### src/rtl/layer_scheduler.sv
// layer_scheduler: event FIFO plus dispatch FSM feeding the conv and pool units.
// Optional stats counters are built when LAYER_SCHEDULER_STATS_EN is defined.
module layer_scheduler #(
    parameter int COORD_BITS  = 8,
    parameter int IN_CHANNELS = 2,
    parameter int FIFO_DEPTH  = 8,
    localparam int EVW = 1 + 2 * COORD_BITS + IN_CHANNELS
) (
    input  logic           clk,
    input  logic           rst_n,
    input  logic [EVW-1:0] in_event,
    input  logic           in_valid,
    output logic           in_ready,
    output logic [EVW-1:0] conv_event,
    output logic           conv_event_valid,
    input  logic           conv_event_ack,
    input  logic           conv_busy,
    input  logic           arb_active,
    output logic           arb_conv_or_pool,
    output logic           arb_enable,
    output logic           pool_start,
    input  logic           pool_done,
    output logic [15:0]    event_count,
    output logic [15:0]    timestep_count
);

    localparam int PW = $clog2(FIFO_DEPTH);
    localparam logic [PW:0] FULL_CNT = (PW + 1)'(FIFO_DEPTH);

    typedef enum logic [2:0] {
        IDLE,
        DISPATCH,
        CONV_WAIT,
        POOL_START,
        POOL_WAIT
    } state_t;

    state_t state, state_nx;

    logic [EVW-1:0] mem [FIFO_DEPTH];
    logic [PW-1:0]  wr_ptr, rd_ptr;
    logic [PW:0]    count;
    logic           up;
    logic           empty, full;
    logic           wr_en, rd_en;
    logic [EVW-1:0] head;

    assign head     = mem[rd_ptr];
    assign empty    = (count == '0);
    assign full     = (count == FULL_CNT);
    assign in_ready = up && !full;
    assign wr_en    = in_valid && in_ready;
    assign arb_enable = up;

    // Marks the first clock after reset release; gates in_ready and arb_enable.
    always_ff @(posedge clk or negedge rst_n) begin
        if (!rst_n) up <= 1'b0;
        else        up <= 1'b1;
    end

    // Event storage; pointers wrap naturally because depth is a power of two.
    always_ff @(posedge clk) begin
        if (wr_en) mem[wr_ptr] <= in_event;
    end

    // FIFO pointers and occupancy; a simultaneous push and pop leaves count unchanged.
    always_ff @(posedge clk or negedge rst_n) begin
        if (!rst_n) begin
            wr_ptr <= '0;
            rd_ptr <= '0;
            count  <= '0;
        end else begin
            if (wr_en) wr_ptr <= wr_ptr + 1'b1;
            if (rd_en) rd_ptr <= rd_ptr + 1'b1;
            if (wr_en && !rd_en)      count <= count + 1'b1;
            else if (!wr_en && rd_en) count <= count - 1'b1;
        end
    end

    // FSM state register.
    always_ff @(posedge clk or negedge rst_n) begin
        if (!rst_n) state <= IDLE;
        else        state <= state_nx;
    end

    // Next-state and Moore/Mealy outputs; timestep events are popped, never sent to conv.
    always_comb begin
        state_nx         = state;
        rd_en            = 1'b0;
        conv_event_valid = 1'b0;
        pool_start       = 1'b0;
        arb_conv_or_pool = 1'b1;
        unique case (state)
            IDLE: begin
                if (!empty) state_nx = head[EVW-1] ? POOL_START : DISPATCH;
            end
            DISPATCH: begin
                conv_event_valid = 1'b1;
                if (conv_event_ack) begin
                    rd_en    = 1'b1;
                    state_nx = CONV_WAIT;
                end
            end
            CONV_WAIT: begin
                if (!conv_busy && !arb_active) state_nx = IDLE;
            end
            POOL_START: begin
                rd_en            = 1'b1;
                pool_start       = 1'b1;
                arb_conv_or_pool = 1'b0;
                state_nx         = POOL_WAIT;
            end
            POOL_WAIT: begin
                arb_conv_or_pool = 1'b0;
                if (pool_done) state_nx = IDLE;
            end
            default: state_nx = IDLE;
        endcase
    end

    assign conv_event = conv_event_valid ? head : '0;

`ifdef LAYER_SCHEDULER_STATS_EN
    logic [15:0] ev_cnt, ts_cnt;

    // Saturating counters of accepted dispatches and completed pooling passes.
    always_ff @(posedge clk or negedge rst_n) begin
        if (!rst_n) begin
            ev_cnt <= '0;
            ts_cnt <= '0;
        end else begin
            if (state == DISPATCH && conv_event_ack && ev_cnt != 16'hFFFF)
                ev_cnt <= ev_cnt + 1'b1;
            if (state == POOL_WAIT && pool_done && ts_cnt != 16'hFFFF)
                ts_cnt <= ts_cnt + 1'b1;
        end
    end

    assign event_count    = ev_cnt;
    assign timestep_count = ts_cnt;
`else
    assign event_count    = '0;
    assign timestep_count = '0;
`endif

endmodule

### config.mk
export PLATFORM = sky130hd
export DESIGN_NAME = layer_scheduler
export DESIGN_NICKNAME = d
export VERILOG_FILES = /design/src/rtl/layer_scheduler.sv
export SDC_FILE = /design/constraint.sdc
export NUM_CORES = 1
export LEC_CHECK = 0
export CAP_MARGIN = 20
export CORE_MARGIN = 1.5
export CORE_UTILIZATION = 58
export CTS_BUF_LIST = sky130_fd_sc_hd__clkbuf_4
export DETAILED_ROUTE_END_ITERATION = 6
export PLACE_DENSITY = 0.83
export RECOVER_POWER = 100
export SETUP_SLACK_MARGIN = 0.1
export SLEW_MARGIN = 20
export SYNTH_ARGS = -nofsm -noshare
export SYNTH_HDL_FRONTEND = slang
export SYNTH_SLANG_ARGS = --single-unit
export TNS_END_PERCENT = 5
### constraint.sdc
create_clock -name clk -period 3.3 [get_ports clk]
set_clock_uncertainty 0.05 [all_clocks]
set_input_delay 0.825 -clock clk [delete_from_list [all_inputs] [get_ports clk]]
set_output_delay 0.825 -clock clk [all_outputs]
set_load 0.01 [all_outputs]
==> key figures <==
Clocking
  • CTS tree: done
  • Clk sinks: about 170
  • Max Buffers Root-to-Sink: 2
  • Htree depth: 4
  • Clock-pin transition on the worst setup and hold timing paths: 0.12 ns
  • Cts bufs inserted: 17
  • Clock Root Buffer: clkbuf_4
  • Latest clock arrival within the worst-skew pair: between 0.5 and 0.6 ns

Power and ir drop
  • Power per standard cell area: approximately 790 mW/mm^2
  • Leakage: roughly 2.7 nW
  • VDD IR max: 0.000534 V
  • Tot Pwr: between 6 and 7 mW

Worst setup path
  • Startpoint type of the worst setup path: register
  • Critical Path End: conv_event[18]
  • Critical Path Fanout Max: 7
  • Arr. time, crit path: approximately 2.3 ns
  • Worst R2R Path Depth: 6
  • Critical Path Start: rd_ptr[0]
  • Critical Path RT: ~2.4 ns
  • R2R Path Start: count[3]
  • Reg-to-reg endpoint: mem[1][2]
  • R2R setup slack: 0.32 ns
  • Setup crit end kind: output port
  • Critical path class: reg -> out

Global route
  • GRT Residual Overflow: 0
  • GRT Util Overall: 22.2%
  • First-pass GRT wire length: between 20000 and 25000 um
  • Vias in the first global route: about 3600
  • Initial antenna violation count: 1
  • Largest net degree at the start of global routing: 38

Yosys
  • Cell variety after synth: 37
  • Synth warn: 0
  • Seq cells post-synth: approximately 170
  • Post-synth EDFFs: ~150
  • Average cell area after synthesis: 19.1 um^2
  • Seq/Total Area, Yosys: 72.2%
  • Synthesized cell area: approximately 0.007 mm^2
  • Syn Inst Count: 356
  • Asr flop ratio synth: between 8 and 9%
  • Most used DFF post-synth: edfxtp_1

Final layout
  • Post-route cell area: just under 0.008 mm^2
  • Commonest non-fill, non-tap cell in the layout: edfxtp_1
  • Layout cells sized above 1: 20.9%
  • Most frequent cells in the layout: 152 x edfxtp_1, 38 x mux4_2, 33 x conb_1
  • Fin cells: between 500 and 600
  • Fillers: 747
  • Final #Nets: 465
  • Synthesis-to-layout area growth: 14.2%

STA
  • Final hold viol count: 0
  • Tmin final: between 3 and 4 ns
  • Final WS setup: approximately 0.12 ns
  • Slew margin rel.: 10.2%
  • Setup TNS: 0 ns
  • Part of the cycle the worst path needs: 96.3%
  • Slew Limit Fails: 0
  • RSZ-0062 raised after global routing: yes
  • Max Clk Rate: between 300 and 400 MHz
  • Actual slew at the worst max-slew pin: between 1 and 1.5 ns
  • Final setup fails: 0

Floorplan
  • IO Count: 82
  • Die area: 0.0124 mm^2
  • Core Area: roughly 0.011 mm^2
  • Chip width: ~110 um
  • Die H: approximately 110 um
  • Initial Utilization: between 50% and 60%
  • FP Rows: 39

Routing
  • Post-route antenna net violation count: 0
  • Vias: roughly 3400
  • Routed WL: ~13000 um
  • Initial drt markers: between 200 and 300
  • DR pass1 iterations: 4
  • Post-route DRC: 0
  • Average routed wire per standard cell: around 22 um
  • Drt via density: roughly 5.7

Placed design
  • Post-DP HPWL: ~7200 um
  • Worst slack at placement: between 0.0008 and 0.0009 ns
  • Placed cell count: 550
  • RD Place Congestion: roughly 0.85
  • Port Buffer Count: 49
  • Post-Place Cell Area: 0.00748 mm^2

Flow run
  • Max cap viols: 0

Run status
  • Status: finished clean

Min path
  • Hold Path Class: reg -> reg
-- Yosys cell counts (all sizes together), types with 2 or more instances --
master	n	area, um^2
ha	5	62.6
mux2i	19	190
nor3	5	25.0
a21oi	2	10.0
nand2	9	33.8
nor2b	3	18.8
conb	2	7.51
nor2	28	105
nand2b	3	18.8
mux2	4	48.8
clkbuf	5	18.8
o21a	2	15.0
dfrtp	14	350
xnor2	5	43.8
edfxtp	152	4560
mux4	38	856
inv	3	11.3
buf	41	300
o21ai	2	10.0
and2	2	13.8
-- layer usage --
layer | up-vias | routed length [um] | share of wire (%) | track usage (%)
met5 | - | 0 | 0 | 0
met4 | 0 | 363 | 2.8 | 11.1
met3 | 29 | 811 | 6.3 | 5.01
met2 | 151 | 6780 | 53 | 37.0
met1 | 1689 | 4910 | 38 | 27.9
li1 | 1492 | - | - | -
-- flip-flops by register name, indices dropped and copies added (netlist names) --
register	count
mem	152
count	4
rd_ptr	3
state	3
wr_ptr	3
arb_enable	1
-- per-stage QoR --
step / hold slack (ns) / util, %
2_1_floorplan: 0.433 / -
3_3_place_gp: 0.453 / 65.5
3_5_place_dp: 0.475 / 65.5
4_1_cts: 0.497 / 68.8
5_1_grt: 0.518 / 68.1
6_report: 0.491 / 68.1
-- critical path, stage by stage (launching register included) --
cell and delay, ns:
dfrtp_2 0.39, buf_12 0.14, buf_4 0.11, mux4_2 0.50
mux2_1 0.33, nor2b_1 0.14, buf_2 0.15
-- cell families (layout without fill, tap and decap cells) --
logic type	after synthesis	after routing	share of synthesized area (%)
compound gates	12	12	1.23
xor+xnor	6	6	0.771
fa+ha+maj	6	6	1.21
buf+inv	49	108	4.85
flops	166	166	72.2
mux	61	61	16.1
other cells	2	34	0.110
simple gates	54	54	3.60
-- timing repair --
action | in CTS | in global routing
buffers inserted | 5 | 0
endpoints found under the hold margin | 0 | 0
hold buffers | 0 | 0
endpoints found under the setup margin | 19 | 14
resized for setup | 55 | 1
pin swaps | 0 | 0
gates cloned | 2 | 0
-- final cells by class --
| type | count | area (um^2) | area share, % |
|---|---|---|---|
| tap | 143 | 179 | 2.30 |
| antenna | 1 | 2.50 | 0.0322 |
| multi-input combinational | 172 | 1680 | 21.6 |
| clock inverter | 12 | 159 | 2.04 |
| inverter | 3 | 11.3 | 0.145 |
| timing repair buffer | 73 | 679 | 8.74 |
| clock buffer | 20 | 150 | 1.93 |
| sequential | 166 | 4920 | 63.2 |
-- power breakdown --
part / total (mW) / internal, mW / switching [mW]
clock: 1.27 / 0.614 / 0.658
combinational: 2.19 / 1.12 / 1.06
sequential: 2.68 / 2.53 / 0.148
-- worst min path at each step --
| stage | from | endpoint | slack, ns | cells past startpoint |
|---|---|---|---|---|
| final | wr_ptr[0] | wr_ptr[0] | 0.49 | 1 |
| after global routing | wr_ptr[0] | wr_ptr[0] | 0.52 | 1 |
| after CTS | wr_ptr[0] | wr_ptr[0] | 0.50 | 1 |
| after detailed placement | wr_ptr[0] | wr_ptr[0] | 0.48 | 1 |
| after global placement | wr_ptr[0] | wr_ptr[0] | 0.45 | 1 |
| after floorplan | wr_ptr[0] | wr_ptr[0] | 0.43 | 1 |
Note: power is estimated with default switching activity, not from simulation.
